--- src/rtl/sevenseg_scanner.sv ---
// sevenseg_scanner: time-multiplexed 4-digit common-anode hex display driver.
// Shares one external decoder, blanks between slots, loads at frame edges.
module sevenseg_scanner #(
  parameter int NDIGITS  = 4,
  parameter int PRESCALE = 50000,
  parameter int BLANK    = 16
) (
  input  logic                   clock,
  input  logic                   reset,
  input  logic [4*NDIGITS-1:0]   value,
  input  logic                   load,
  output logic                   load_ack,
  input  logic                   lz_blank,
  output logic [3:0]             dec_address,
  input  logic [6:0]             dec_data,
  output logic [6:0]             segments,
  output logic [NDIGITS-1:0]     digit_en,
  output logic                   frame_done
);

  localparam int CW = (PRESCALE > 1) ? $clog2(PRESCALE) : 1;
  localparam int IW = (NDIGITS > 1) ? $clog2(NDIGITS) : 1;

  typedef enum logic {
    S_BLANK,
    S_SHOW
  } state_t;

  state_t                 state_q, state_d;
  logic [CW-1:0]          cnt_q, cnt_d;
  logic [IW-1:0]          idx_q, idx_d;
  logic [4*NDIGITS-1:0]   shadow_q, shadow_d;
  logic [6:0]             seg_q, seg_d;
  logic [NDIGITS-1:0]     den_q, den_d;
  logic                   ack_q, ack_d;
  logic                   fdone_q, fdone_d;

  logic [3:0]             nib [NDIGITS];
  logic [NDIGITS-1:0]     hz;
  logic                   lz_hide;
  logic                   slot_end;
  logic                   last_dig;

  // Split the shadow register into per-digit nibbles.
  always_comb begin
    for (int k = 0; k < NDIGITS; k++) begin
      nib[k] = shadow_q[4*k +: 4];
    end
  end

  // hz[k]: nibbles k..NDIGITS-1 are all zero (leading-zero run).
  always_comb begin
    logic run;
    run = 1'b1;
    hz  = '0;
    for (int k = NDIGITS - 1; k >= 0; k--) begin
      run   = run && (nib[k] == 4'h0);
      hz[k] = run;
    end
  end

  assign lz_hide  = lz_blank && (idx_q != '0) && hz[idx_q];
  assign slot_end = (cnt_q == CW'(PRESCALE - 1));
  assign last_dig = (idx_q == IW'(NDIGITS - 1));

  // Current digit's nibble goes to the decoder for the whole slot.
  assign dec_address = nib[idx_q];

  // Slot sequencing, frame-edge capture and next output values.
  always_comb begin
    state_d  = state_q;
    cnt_d    = cnt_q + CW'(1);
    idx_d    = idx_q;
    shadow_d = shadow_q;
    seg_d    = 7'h7F;
    den_d    = '1;
    ack_d    = 1'b0;
    fdone_d  = 1'b0;
    unique case (state_q)
      S_BLANK: begin
        if (cnt_q == CW'(BLANK - 1)) begin
          state_d = S_SHOW;
        end
      end
      S_SHOW: begin
        if (slot_end) begin
          state_d = S_BLANK;
          cnt_d   = '0;
          idx_d   = last_dig ? '0 : idx_q + IW'(1);
          if (last_dig) begin
            fdone_d = 1'b1;
            if (load) begin
              shadow_d = value;
              ack_d    = 1'b1;
            end
          end
        end
      end
    endcase
    if (state_d == S_SHOW && !lz_hide) begin
      den_d[idx_q] = 1'b0;
      seg_d        = dec_data;
    end
  end

  // State and registered display outputs.
  always_ff @(posedge clock or posedge reset) begin
    if (reset) begin
      state_q  <= S_BLANK;
      cnt_q    <= '0;
      idx_q    <= '0;
      shadow_q <= '0;
      seg_q    <= 7'h7F;
      den_q    <= '1;
      ack_q    <= 1'b0;
      fdone_q  <= 1'b0;
    end else begin
      state_q  <= state_d;
      cnt_q    <= cnt_d;
      idx_q    <= idx_d;
      shadow_q <= shadow_d;
      seg_q    <= seg_d;
      den_q    <= den_d;
      ack_q    <= ack_d;
      fdone_q  <= fdone_d;
    end
  end

  assign segments   = seg_q;
  assign digit_en   = den_q;
  assign load_ack   = ack_q;
  assign frame_done = fdone_q;

endmodule

--- config.mk ---
export PLATFORM = sky130hd
export DESIGN_NAME = sevenseg_scanner
export DESIGN_NICKNAME = d
export VERILOG_FILES = /design/src/rtl/sevenseg_scanner.sv
export SDC_FILE = /design/constraint.sdc
export NUM_CORES = 1
export LEC_CHECK = 0
export BUFFER_PORTS_ARGS = -buffer_cell sky130_fd_sc_hd__buf_2
export CAP_MARGIN = 20
export CORE_MARGIN = 10
export CORE_UTILIZATION = 42
export DETAILED_ROUTE_END_ITERATION = 8
export HOLD_SLACK_MARGIN = 0.02
export SYNTH_ARGS = -nofsm -noshare
export SYNTH_HDL_FRONTEND = slang
export SYNTH_SLANG_ARGS = --single-unit
--- constraint.sdc ---
create_clock -name clock -period 2.65 [get_ports clock]
set_input_delay 0.1325 -clock clock [delete_from_list [all_inputs] [get_ports clock]]
set_output_delay 0.1325 -clock clock [all_outputs]
set_load 0.02 [all_outputs]
# Word-level counts from Yosys, hierarchy flattened
# Cells that the tools add are included.
[totals] register_bits=48 latchBits=0 ram_bits=0 rom_bits=0 in_bits=27 out_inout_bits=17 elab_cells=56 n_memories=0
[classes] addsub=2 multipliers=0 div=0 order_cmp=3 eq_ne=3 shifts=0 muxes=22 bitwise_logic=3 n_reduce_logical=15
[op_table] op="16-bit 2-to-1 mux" n=2
[op_table] op="16-bit by 1-bit adder with 16-bit output, second input constant" n=1
[op_table] op="16-bit == test, second input constant" n=1
[op_table] op="16-bit by 4-bit == test with 1-bit output, second input constant" n=1
[op_table] op="4-bit logical NOT" n=4
[op_table] op="4-bit 2-to-1 mux" n=3
[op_table] op="1-bit 2-to-1 mux" n=11
[op_table] op="4-bit binary-select mux with 2-bit select" n=1
[op_table] op="1-bit logical AND" n=7
[op_table] op="7-bit 2-to-1 mux" n=1
[op_table] op="4-bit NOT" n=1
[op_table] op="4-bit AND reduction" n=1
[op_table] op="3-bit >= comparator, second input constant" n=1
[op_table] op="2-bit by 3-bit < comparator with 1-bit output, second input constant" n=1
[op_table] op="2-bit NOT with 3-bit output" n=1
[op_table] op="2-bit by 1-bit adder with 2-bit output, second input constant" n=1
[op_table] op="1-bit binary-select mux with 2-bit select" n=1
[op_table] op="1-bit demux with 2-bit select" n=1
[op_table] op="2-bit == test, second input constant" n=1
[op_table] op="2-bit by 1-bit >= comparator with 1-bit output, second input constant" n=1
[op_table] op="2-bit 2-to-1 mux" n=1
[op_table] op="1-bit case mux with 2 select lines" n=1
[op_table] op="2-bit AND reduction" n=1
[op_table] op="2-bit nonzero test" n=1
[op_table] op="2 further kinds" n=2

# Logic depth before layout (Yosys ltp)
# Gate-level depths: netlist of run 1.
[logic_depth] depth_word=10 depth_mapped=8 mapped_depth_nobuf=6

# Worst setup path after synthesis of run 1
# No wires, ideal clock.
[synth_path] path_type="flip-flop to flip-flop" start="register cnt_q[5]" end="register shadow_q[0]" setup_time_ns=0.125 arrival_ns=1.818 required_ns=2.525 slack_ns=0.707 stages_incl_launch_ff=6 path_buffers=1 synth_period_minus_slack_ns=1.943 path_cell_list="dfrtp_1 > or4_4 > nor3_4 > nand4_4 > buf_6 > mux2_4"
[synth_between] elab_chain_cells=2
[synth_lines] item="start: declaration" line="30" source="logic [CW-1:0] cnt_q, cnt_d;"
[synth_lines] item="start signal: assignment" line="119" source="cnt_q <= cnt_d;"
[synth_lines] item="16-bit == test" line="63" source="assign slot_end = (cnt_q == CW'(PRESCALE - 1));"
[synth_lines] item="4-bit AND reduction (no source line)"
[synth_lines] item="end signal: assignment" line="121" source="shadow_q <= shadow_d;"
[synth_lines] item="end: declaration" line="32" source="logic [4*NDIGITS-1:0] shadow_q, shadow_d;"
# Every way passes these cells.
# A chain may end at the register's enable or synchronous reset.

# Final worst setup path of run 1
[layout_path] start="register cnt_q[5]" end="register shadow_q[13]"
# Same word-level chain as after synthesis.

==> results of run 1 <==
power by group through the flow:
stage	Sequential, W	Combinational (W)	Clock [W]
detailed placement	0.000757	0.0000537	0
CTS	0.000743	0.0000572	0.000477
floorplan	0.000765	0.0000155	0
global placement	0.000757	0.0000533	0
global route	0.000743	0.0000664	0.000508
finish	0.000743	0.0000598	0.000463
layout make-up:
cell class | count | area share
Clock inverter | 2 | 0.005241
Multi-Input combinational cell | 110 | 0.3540
Clock buffer | 6 | 0.03144
Inverter | 6 | 0.008576
Sequential cell | 48 | 0.4626
Timing Repair Buffer | 48 | 0.1048
Tap cell | 70 | 0.03335
cells in the final DEF (no fill, tap or decap):
cell and count:
buf_2 43, dfrtp_1 37, nor2_1 14, dfstp_2 11, mux2_4 10, xnor2_1 9, nand4_1 8, nand3_1 8
nand4b_1 7, nor4_1 6, mux2_2 6, clkbuf_8 6, nand2_1 5, inv_1 5, nor3_1 5, xor2_1 5
ha_1 5, mux4_2 4, dlygate4sd3_1 4, and2_1 3, o21ai_0 3, and3_1 2, or3_1 1, or4_4 1
nor3_4 1, nand4_4 1, nor3_2 1, a31o_2 1, a21oi_1 1, nor4b_1 1, a211o_1 1, and4_1 1
inv_2 1, clkinvlp_4 1, inv_4 1, buf_12 1
worst max-delay path by stage:
stage / endpoint / slack [ns] / cells past startpoint
5_1_grt: cnt_q[1] / 0.39 / 4
6_report: shadow_q[13] / 0.57 / 4
4_1_cts: shadow_q[13] / 0.55 / 4
3_5_place_dp: cnt_q[1] / 0.55 / 4
3_3_place_gp: shadow_q[2] / 0.59 / 4
2_1_floorplan: shadow_q[0] / 0.71 / 5
stage by stage:
stage | cell area (um^2) | setup slack, ns | std cells | util
floorplan | 2200 | 0.7071 | 170 | -
global placement | 2470 | 0.5886 | 277 | 0.4836
detailed placement | 2470 | 0.5544 | 277 | 0.4836
CTS | 2596 | 0.5535 | 288 | 0.5083
global route | 2626 | 0.3948 | 290 | 0.5142
finish | 2626 | 0.5685 | 290 | 0.5142
layer usage:
layer / global-route usage / share of wire
met1: 0.1392 / 0.43
met2: 0.1776 / 0.50
met3: 0.03228 / 0.050
met4: 0.04627 / 0.016
met5: 0 / 0
state kept, by name, indices dropped and copies added (netlist names):
name and count:
cnt_q 16, idx_q 2, shadow_q 16, segments 7, load_ack 1, digit_en 4
frame_done 1, state_q 1
synth_stat cells:
cell type	n
nor4_1	6
nand2_1	5
buf_6	1
nand4b_1	7
nor3_4	1
mux2_2	6
mux2_4	10
a211o_1	1
inv_1	6
a31o_2	1
nor4b_1	1
dfstp_2	11
and4_1	1
buf_2	2
and2_1	3
mux4_2	4
nand4_1	8
xnor2_1	9
nor3_1	5
or4_4	1
nand4_4	1
or3_1	1
xor2_1	5
nand3_1	8
ha_1	5
nor3_2	1
buf_1	1
o21ai_0	3
clkbuf_1	2
a21oi_1	1
nor2_1	14
dfrtp_1	37
and3_1	2
cells by family after synthesis:
| group | count (synthesis) | share of synthesized area |
|---|---|---|
| AOI/OAI and AO/OA | 6 | 0.01706 |
| adders and majority gates | 5 | 0.02844 |
| muxes | 20 | 0.1399 |
| DFF | 48 | 0.5523 |
| buffers and inverters | 12 | 0.02503 |
| xor gates and xnor gates | 14 | 0.05575 |
| and+or+nand+nor | 65 | 0.1815 |
==> impl_results.md, run 1 <==
- Status: finished clean
- Worst-path cell chain: or4_4 -> nor3_4 -> nand4_4 -> mux2_4
- Max IR drop VDD: 0.0002930 V
- Cells on Worst Hold Path: 2
- Worst-path maximum fanout: 16
- Placed wire-length estimate: 3303 um
- Cts bufs inserted: 5
- Layout cells sized above 1: 0.4045
- Yosys top cell area share: 0.4209
- Buf/Inv on CP: 0
- PnR Total Power: 0.001265 W
- Crit start category: flop
- Slew @ Worst Pin: 0.4519 ns
- Gpl congestion: 0.7916
- FF+latch area: 0.001215 mm^2
- RSZ-0062 raised after global routing: false
- Cell variety after synth: 33
- HP Start: dec_data[0]
- CP max stage delay: 0.58 ns
- R2r endpoint: shadow_q[13]
- Initial core utilization: 0.4307
- Seq/Total Area, Yosys: 0.5523
- Area Growth Syn to Fin: 19.40%
- Initial antenna violation count: 0
- Area of the multi-input gates: 929.6 um^2
- Critical Path Source: cnt_q[5]
- Synth warn: 0
- First-pass GRT wire length: 7831 um
- Critical path's top delay family: simple AND/OR/NAND/NOR gates
- Worst setup path category: flop to flop
- Leak pwr: 1.254 nW
- CP required: 2.85 ns
- PortBufs: 43
- CTS root buf: clkbuf_8
- WP data arrival: 2.28 ns
- Die area: 0.008532 mm^2
- Final setup vio count: 0
- Mean Syn Cell Area: 12.94 um^2
- Post-CTS Setup Inserts: 0
- Mapped Nets: 202
- MaxCap Viol Count: 0
- Vias per std cell: 5.269
- Combinational Power Share: 0.047
- Clock Skew: 0.008982 ns
- Ports: 44
- Post-route ant nets: 0
- # fillers: 479
- Post-CTS Resized: 0
- Number of global-route vias before repair: 1572
- DRC violations left: 0
- Clk sinks: 48
- Post-Syn Area: 0.002200 mm^2
- Worst-Skew Late Latency: 0.31 ns
- Core outline area: 0.005107 mm^2
- CTS max path bufs: 2
- Clock share of power: 0.366
- Part of the power in registers: 0.587
- Worst path slowest cell: or4_4
- Hold_ws: 0.02454 ns
- Slew Viols, Final: 0
- CTS clk-pin slew, worst paths: 0.09 ns
- Main area contributors after synthesis: dfrtp_1, dfstp_2, mux2_4
- Reg2Reg Setup Slack: 0.57 ns
- WL/cell: 15.73 um
- DRT Pass-1 Iters: 6
- Switching Share: 0.2242
- CTS H-tree lvls: 2
- P per Cell Area: 481.8 mW/mm^2
- R2R Path Start: cnt_q[5]
- CTS Hold Bufs: 3
- Internal Power: 0.0009817 W
- GRT Total Usage: 0.1117
- Syn Inst Count: 170
- #FFs+latches synth: 48
- CTS tree: done
- Worst setup EP type: flop
- Final Hold Violating Endpoints: 0
- Total grt overflow: 0
- DRT Wirelength: 4562 um
- Nets@finish: 251
- Area leader, netlist: dfrtp_1
- Final period util: 0.7855
- Hold WC Path Type: input port to flop
- Via count: 1528
- Diodes inserted: 0
- Largest net degree at the start of global routing: 49
- F_max: 0.4804 GHz
- Setup TNS Final: 0 ns
- Die span in y: 92.37 um
- Psw: 0.0002837 W
- Slew Limit Headroom: 0.6976
- R2R cell count: 4
- Core Rows: 26
- Final min period: 2.081 ns
- Die width: 92.37 um
- Endpoint, Worst Hold: segments[0]
- Detailed Route Iter0 Violations: 56
Note: power is estimated with default switching activity, not from simulation.
==> run 2, diff against run 1 <==
clock period = 1.93 ns   (was 2.65 ns; I/O delays follow)
==> run 2 against run 1 <==
Sequential share of layout area decreased by 2.8 points. Combinational power increased by 53%. Worst hold slack improved by 0.0027 ns. Register-to-register slack got worse by 0.49 ns. Non-clock buffer count increased by 18. Final cell count increased by 6.2%. Sequential power increased by 37%. Worst setup slack got worse by 0.49 ns. Die area unchanged. Critical path depth increased by 1. Fmax increased by 12%. Count of clock-buffer cells in the layout increased by 2. Critical path type unchanged. Largest cell class unchanged.
==> impl_results.md, run 2 (same netlist as run 1, synthesis figures left out) <==
- Status: finished clean
- Post-DP Area: 0.002592 mm^2
- Vias per std cell: 4.968
- Worst-Skew Late Latency: 0.30 ns
- Worst path slowest cell: or4_4
- Placed wire-length estimate: 3424 um
- Hold WC Path Type: input port to flop
- Worst-path maximum fanout: 16
- Largest net degree at the start of global routing: 29
- DRT Wirelength: 4620 um
- CTS tree: done
- Gpl congestion: 0.7820
- Worst setup EP type: flop
- PortBufs: 43
- First-pass GRT wire length: 7852 um
- WL/cell: 15.00 um
- Layout cells sized above 1: 0.4160
- Total grt overflow: 0
- F_max: 0.5392 GHz
- Hold_ws: 0.02726 ns
- Layout Utilization: 0.5478
- Most common cell after layout, fill and taps aside: buf_2
- Detailed Route Iter0 Violations: 44
- Post-route ant nets: 0
- Slew Limit Headroom: 0.6926
- CTS clk-pin slew, worst paths: 0.09 ns
- Initial antenna violation count: 0
- RSZ-0062 raised after global routing: false
- CP max stage delay: 0.58 ns
- Clock Skew: 0.01330 ns
- Cts bufs inserted: 5
- MaxCap Viol Count: 0
- Max IR drop VDD: 0.0003690 V
- Final period util: 0.9609
- Final setup vio count: 0
- Diodes inserted: 0
- WP data arrival: 2.04 ns
- Final Hold Violating Endpoints: 0
- Slew Viols, Final: 0
- DRC violations left: 0
- Die span in y: 92.37 um
- Worst-path cell chain: or4_4 -> nor3_4 -> nand4_4 -> buf_12 -> mux2_4
- CTS H-tree lvls: 2
- P per Cell Area: 616.4 mW/mm^2
- Core outline area: 0.005107 mm^2
- Post-route cell area: 0.002798 mm^2
- GRT Total Usage: 0.1122
- Die width: 92.37 um
- Area of the multi-input gates: 944.7 um^2
- Crit start category: flop
- Slew @ Worst Pin: 0.4605 ns
- FF+latch area: 0.001215 mm^2
- DRT Pass-1 Iters: 4
- Final min period: 1.854 ns
- CTS max path bufs: 2
- Die area: 0.008532 mm^2
- Leak pwr: 1.369 nW
- Nets@finish: 269
- Area Growth Syn to Fin: 27.19%
- Clk sinks: 48
- Core Rows: 26
- Ports: 44
- Setup TNS Final: 0 ns
- Via count: 1530
- CTS root buf: clkbuf_8
- Worst setup path category: flop to flop
- Most frequent cells in the layout: buf_2, dfrtp_1, nor2_1
- # fillers: 459
- CP required: 2.11 ns
- Initial core utilization: 0.4307
- Number of global-route vias before repair: 1586
-- run 2: cell count changes in the layout (fill, tap and decap cells not counted), sizes merged --
cell and change:
clkbuf +2, dlygate4sd3 +6, clkinvlp -1, inv -1, buf +12
-- run 2: worst max-delay path, delay by kind of cell (launching register included) --
| kind | cells | cell delay (ns) |
|---|---|---|
| simple gates | 3 | 0.86 |
| flops | 1 | 0.39 |
| mux | 1 | 0.30 |
| buf+inv | 1 | 0.18 |
-- run 2: cell type report --
| cell class | count | share of cell area |
|---|---|---|
| Timing Repair Buffer | 66 | 0.1565 |
| Multi-Input combinational cell | 110 | 0.3377 |
| Sequential cell | 48 | 0.4343 |
| Tap cell | 70 | 0.03131 |
| Inverter | 6 | 0.008050 |
| Clock buffer | 8 | 0.03220 |
-- run 2: report_power, final --
group | internal [W] | total (W) | switching, W
Combinational | 0.0000459 | 0.0000916 | 0.0000457
Clock | 0.000293 | 0.000613 | 0.000320
Sequential | 0.00102 | 0.00102 | 0.00000160
Total | 0.00136 | 0.00172 | 0.000367
-- run 2: metrics by stage --
step                power, W  std cells  setup WS, ns
floorplan           0.001071        170       0.02723
global placement    0.001118        290        0.1442
detailed placement  0.001118        290        0.1137
CTS                 0.001735        308       0.09478
global route        0.001786        308      0.005445
finish              0.001725        308       0.07554
-- run 2: repair_timing --
| item | in CTS | in global routing |
|---|---|---|
| setup buffers | 0 | 0 |
| gates resized for setup | 0 | 2 |
| hold endpoints to repair | 26 | 0 |
| hold buffers | 10 | 0 |
| endpoints found under the setup margin | 0 | 19 |
-- run 2: final timing paths --
path | start | end | slack (ns) | depth (start not counted)
worst max register to register | cnt_q[5] | shadow_q[9] | 0.08 | 5
worst min register to register | cnt_q[0] | cnt_q[0] | 0.50 | 1
min in group asynchronous | reset | cnt_q[1] | 0.34 | 3
max in group asynchronous | reset | segments[1] | 1.00 | 4
worst max-delay path | cnt_q[5] | shadow_q[9] | 0.08 | 5
worst min-delay path | value[13] | shadow_q[13] | 0.03 | 2
-- run 2: layer usage --
layer,track usage,part of all wire,vias to the layer above
li1,-,-,745
met1,0.1450,0.48,732
met2,0.1729,0.45,44
met3,0.03874,0.056,9
met4,0.03470,0.016,0
met5,0,0,-
==> run 3, diff against run 2 <==
CTS_BUF_LIST = sky130_fd_sc_hd__clkbuf_4 sky130_fd_sc_hd__clkbuf_8   (was default)
==> run 3 against run 2 <==
Critical path depth did not move. Fmax fell by 0.12%. Register-to-register slack barely moved. Clock skew fell by 0.00097 ns. Global-route usage barely moved. Largest cell class unchanged. Largest power group unchanged. Worst hold slack improved by 0.00087 ns. Sequential power barely moved. Combinational power barely moved. Sequential share of layout area fell by 0.12 points. First-iteration DRC count rose by 4.5%. Final area rose by 0.27%. Flip-flop and latch count did not move.
==> impl_results.md, run 3 (same netlist as run 1, synthesis figures left out) <==
- Largest net degree at the start of global routing: 29
- DRT Wirelength: 4595 um
- Vias per std cell: 4.968
- CP max stage delay: 0.58 ns
- Reg2Reg Setup Slack: 0.07 ns
- Initial antenna violation count: 0
- Leak pwr: 1.376 nW
- Final Hold Violating Endpoints: 0
- CTS H-tree lvls: 2
- CTS clk-pin slew, worst paths: 0.09 ns
- R2R cell count: 5
- Worst-path maximum fanout: 16
- Slew @ Worst Pin: 0.4640 ns
- HP Start: value[1]
- Hold WC Path Type: input port to flop
- Layout cells sized above 1: 0.4244
- CTS root buf: clkbuf_8
- Worst-path cell chain: or4_4 -> nor3_4 -> nand4_4 -> buf_12 -> mux2_4
- Setup TNS Final: 0 ns
- FF+latch area: 0.001215 mm^2
- Worst setup path category: flop to flop
- PortBufs: 43
- Die width: 92.37 um
- R2R Path Start: cnt_q[5]
- Core outline area: 0.005107 mm^2
- Final setup vio count: 0
- CTS tree: done
- Die area: 0.008532 mm^2
- RSZ-0062 raised after global routing: false
- Via count: 1530
- Critical path's top delay family: simple AND/OR/NAND/NOR gates
- Gpl congestion: 0.7820
- Crit start category: flop
- Clk sinks: 48
- Diodes inserted: 0
- Grt peak-use layer: met2
- Non-Filler Instances: 308
- Slew Limit Headroom: 0.6902
- Worst-Skew Late Latency: 0.30 ns
- Final min period: 1.857 ns
- # placed instances: 290
- Nets@finish: 269
- Most common cell after layout, fill and taps aside: buf_2
- Clock Skew: 0.01233 ns
- Placed wire-length estimate: 3424 um
- MaxCap Viol Count: 0
- WP data arrival: 2.04 ns
- CTS max path bufs: 2
- Final period util: 0.9620
- Slew Viols, Final: 0
- Cts bufs inserted: 5
- Ports: 44
- F_max: 0.5386 GHz
- Pre-CTS setup slack: 0.1137 ns
- Initial core utilization: 0.4307
- Die span in y: 92.37 um
- # fillers: 456
- Max IR drop VDD: 0.0003610 V
- Final WS setup: 0.07332 ns
- Post-route ant nets: 0
- R2r endpoint: shadow_q[9]
- Core Rows: 26
- Met1 Use GR: 0.1445
- Layout Utilization: 0.5492
- Number of global-route vias before repair: 1592
- DRT Pass-1 Iters: 4
- Worst setup EP type: flop
- Detailed Route Iter0 Violations: 46
- Area of the multi-input gates: 944.7 um^2
- Met2 Track Usage GR: 0.1724
- Area Growth Syn to Fin: 27.53%
- Worst path slowest cell: or4_4
- DRC violations left: 0
- Met3 capacity usage during global routing: 0.03874
- Endpoint, Worst Hold: shadow_q[1]
- Status: finished clean
- Most frequent cells in the layout: buf_2, dfrtp_1, nor2_1
- Total grt overflow: 0
- Buf/Inv on CP: 1
- GRT Total Usage: 0.1118
- Cells on Worst Hold Path: 2
- P per Cell Area: 623.0 mW/mm^2
- CP required: 2.11 ns
- First-pass GRT wire length: 7831 um
- WL/cell: 14.92 um
-- run 3: cell counts in the layout (fill, tap and decap cells not counted) --
Identical to the previous run, type by type.
-- run 3: what timing repair did --
action / 4_1_cts / 5_1_grt
buffers inserted: 0 / 0
endpoints found under the hold margin: 26 / 0
resized for setup: 0 / 2
endpoints found under the setup margin: 0 / 19
hold buffers: 10 / 0
-- run 3: metal layers --
layer,up-vias,share of wire
met4,0,0.013
li1,747,-
met2,42,0.46
met1,735,0.48
met5,-,0
met3,6,0.055
-- run 3: worst max-delay path by stage --
stage	from	slack, ns	depth (start not counted)	to
2_1_floorplan	idx_q[0]	0.03	8	segments[0]
3_3_place_gp	cnt_q[5]	0.14	5	shadow_q[15]
3_5_place_dp	cnt_q[5]	0.11	5	shadow_q[9]
4_1_cts	cnt_q[5]	0.09	5	shadow_q[9]
5_1_grt	cnt_q[0]	0.006	7	cnt_q[15]
6_report	cnt_q[5]	0.07	5	shadow_q[9]
-- run 3: per-stage QoR --
step,total power (W),instance area [um^2],hold WS (ns)
2_1_floorplan,0.001071,2203,0.2147
3_3_place_gp,0.001118,2592,0.1393
3_5_place_dp,0.001118,2592,0.1381
4_1_cts,0.001763,2790,0.02207
5_1_grt,0.001814,2805,0.02142
6_report,0.001748,2805,0.02814
-- run 3: worst register-to-register path, delay by kind of cell, from the launching register on --
kind,cells,cell delay [ns]
simple gates,3,0.86
mux,1,0.31
flops,1,0.39
buf+inv,1,0.18
-- run 3: final cells by class --
cell class                 instances  area share
sequential                        48      0.4331
multi-input combinational        110      0.3368
timing repair buffer              66      0.1561
clock buffer                       8     0.03479
tap                               70     0.03122
inverter                           6    0.008029
-- run 3: report_power, final --
| part | switching, W | total, W | internal, W |
|---|---|---|---|
| clock | 0.000315 | 0.000636 | 0.000321 |
| combinational | 0.0000458 | 0.0000917 | 0.0000459 |
| sequential | 0.00000160 | 0.00102 | 0.00102 |
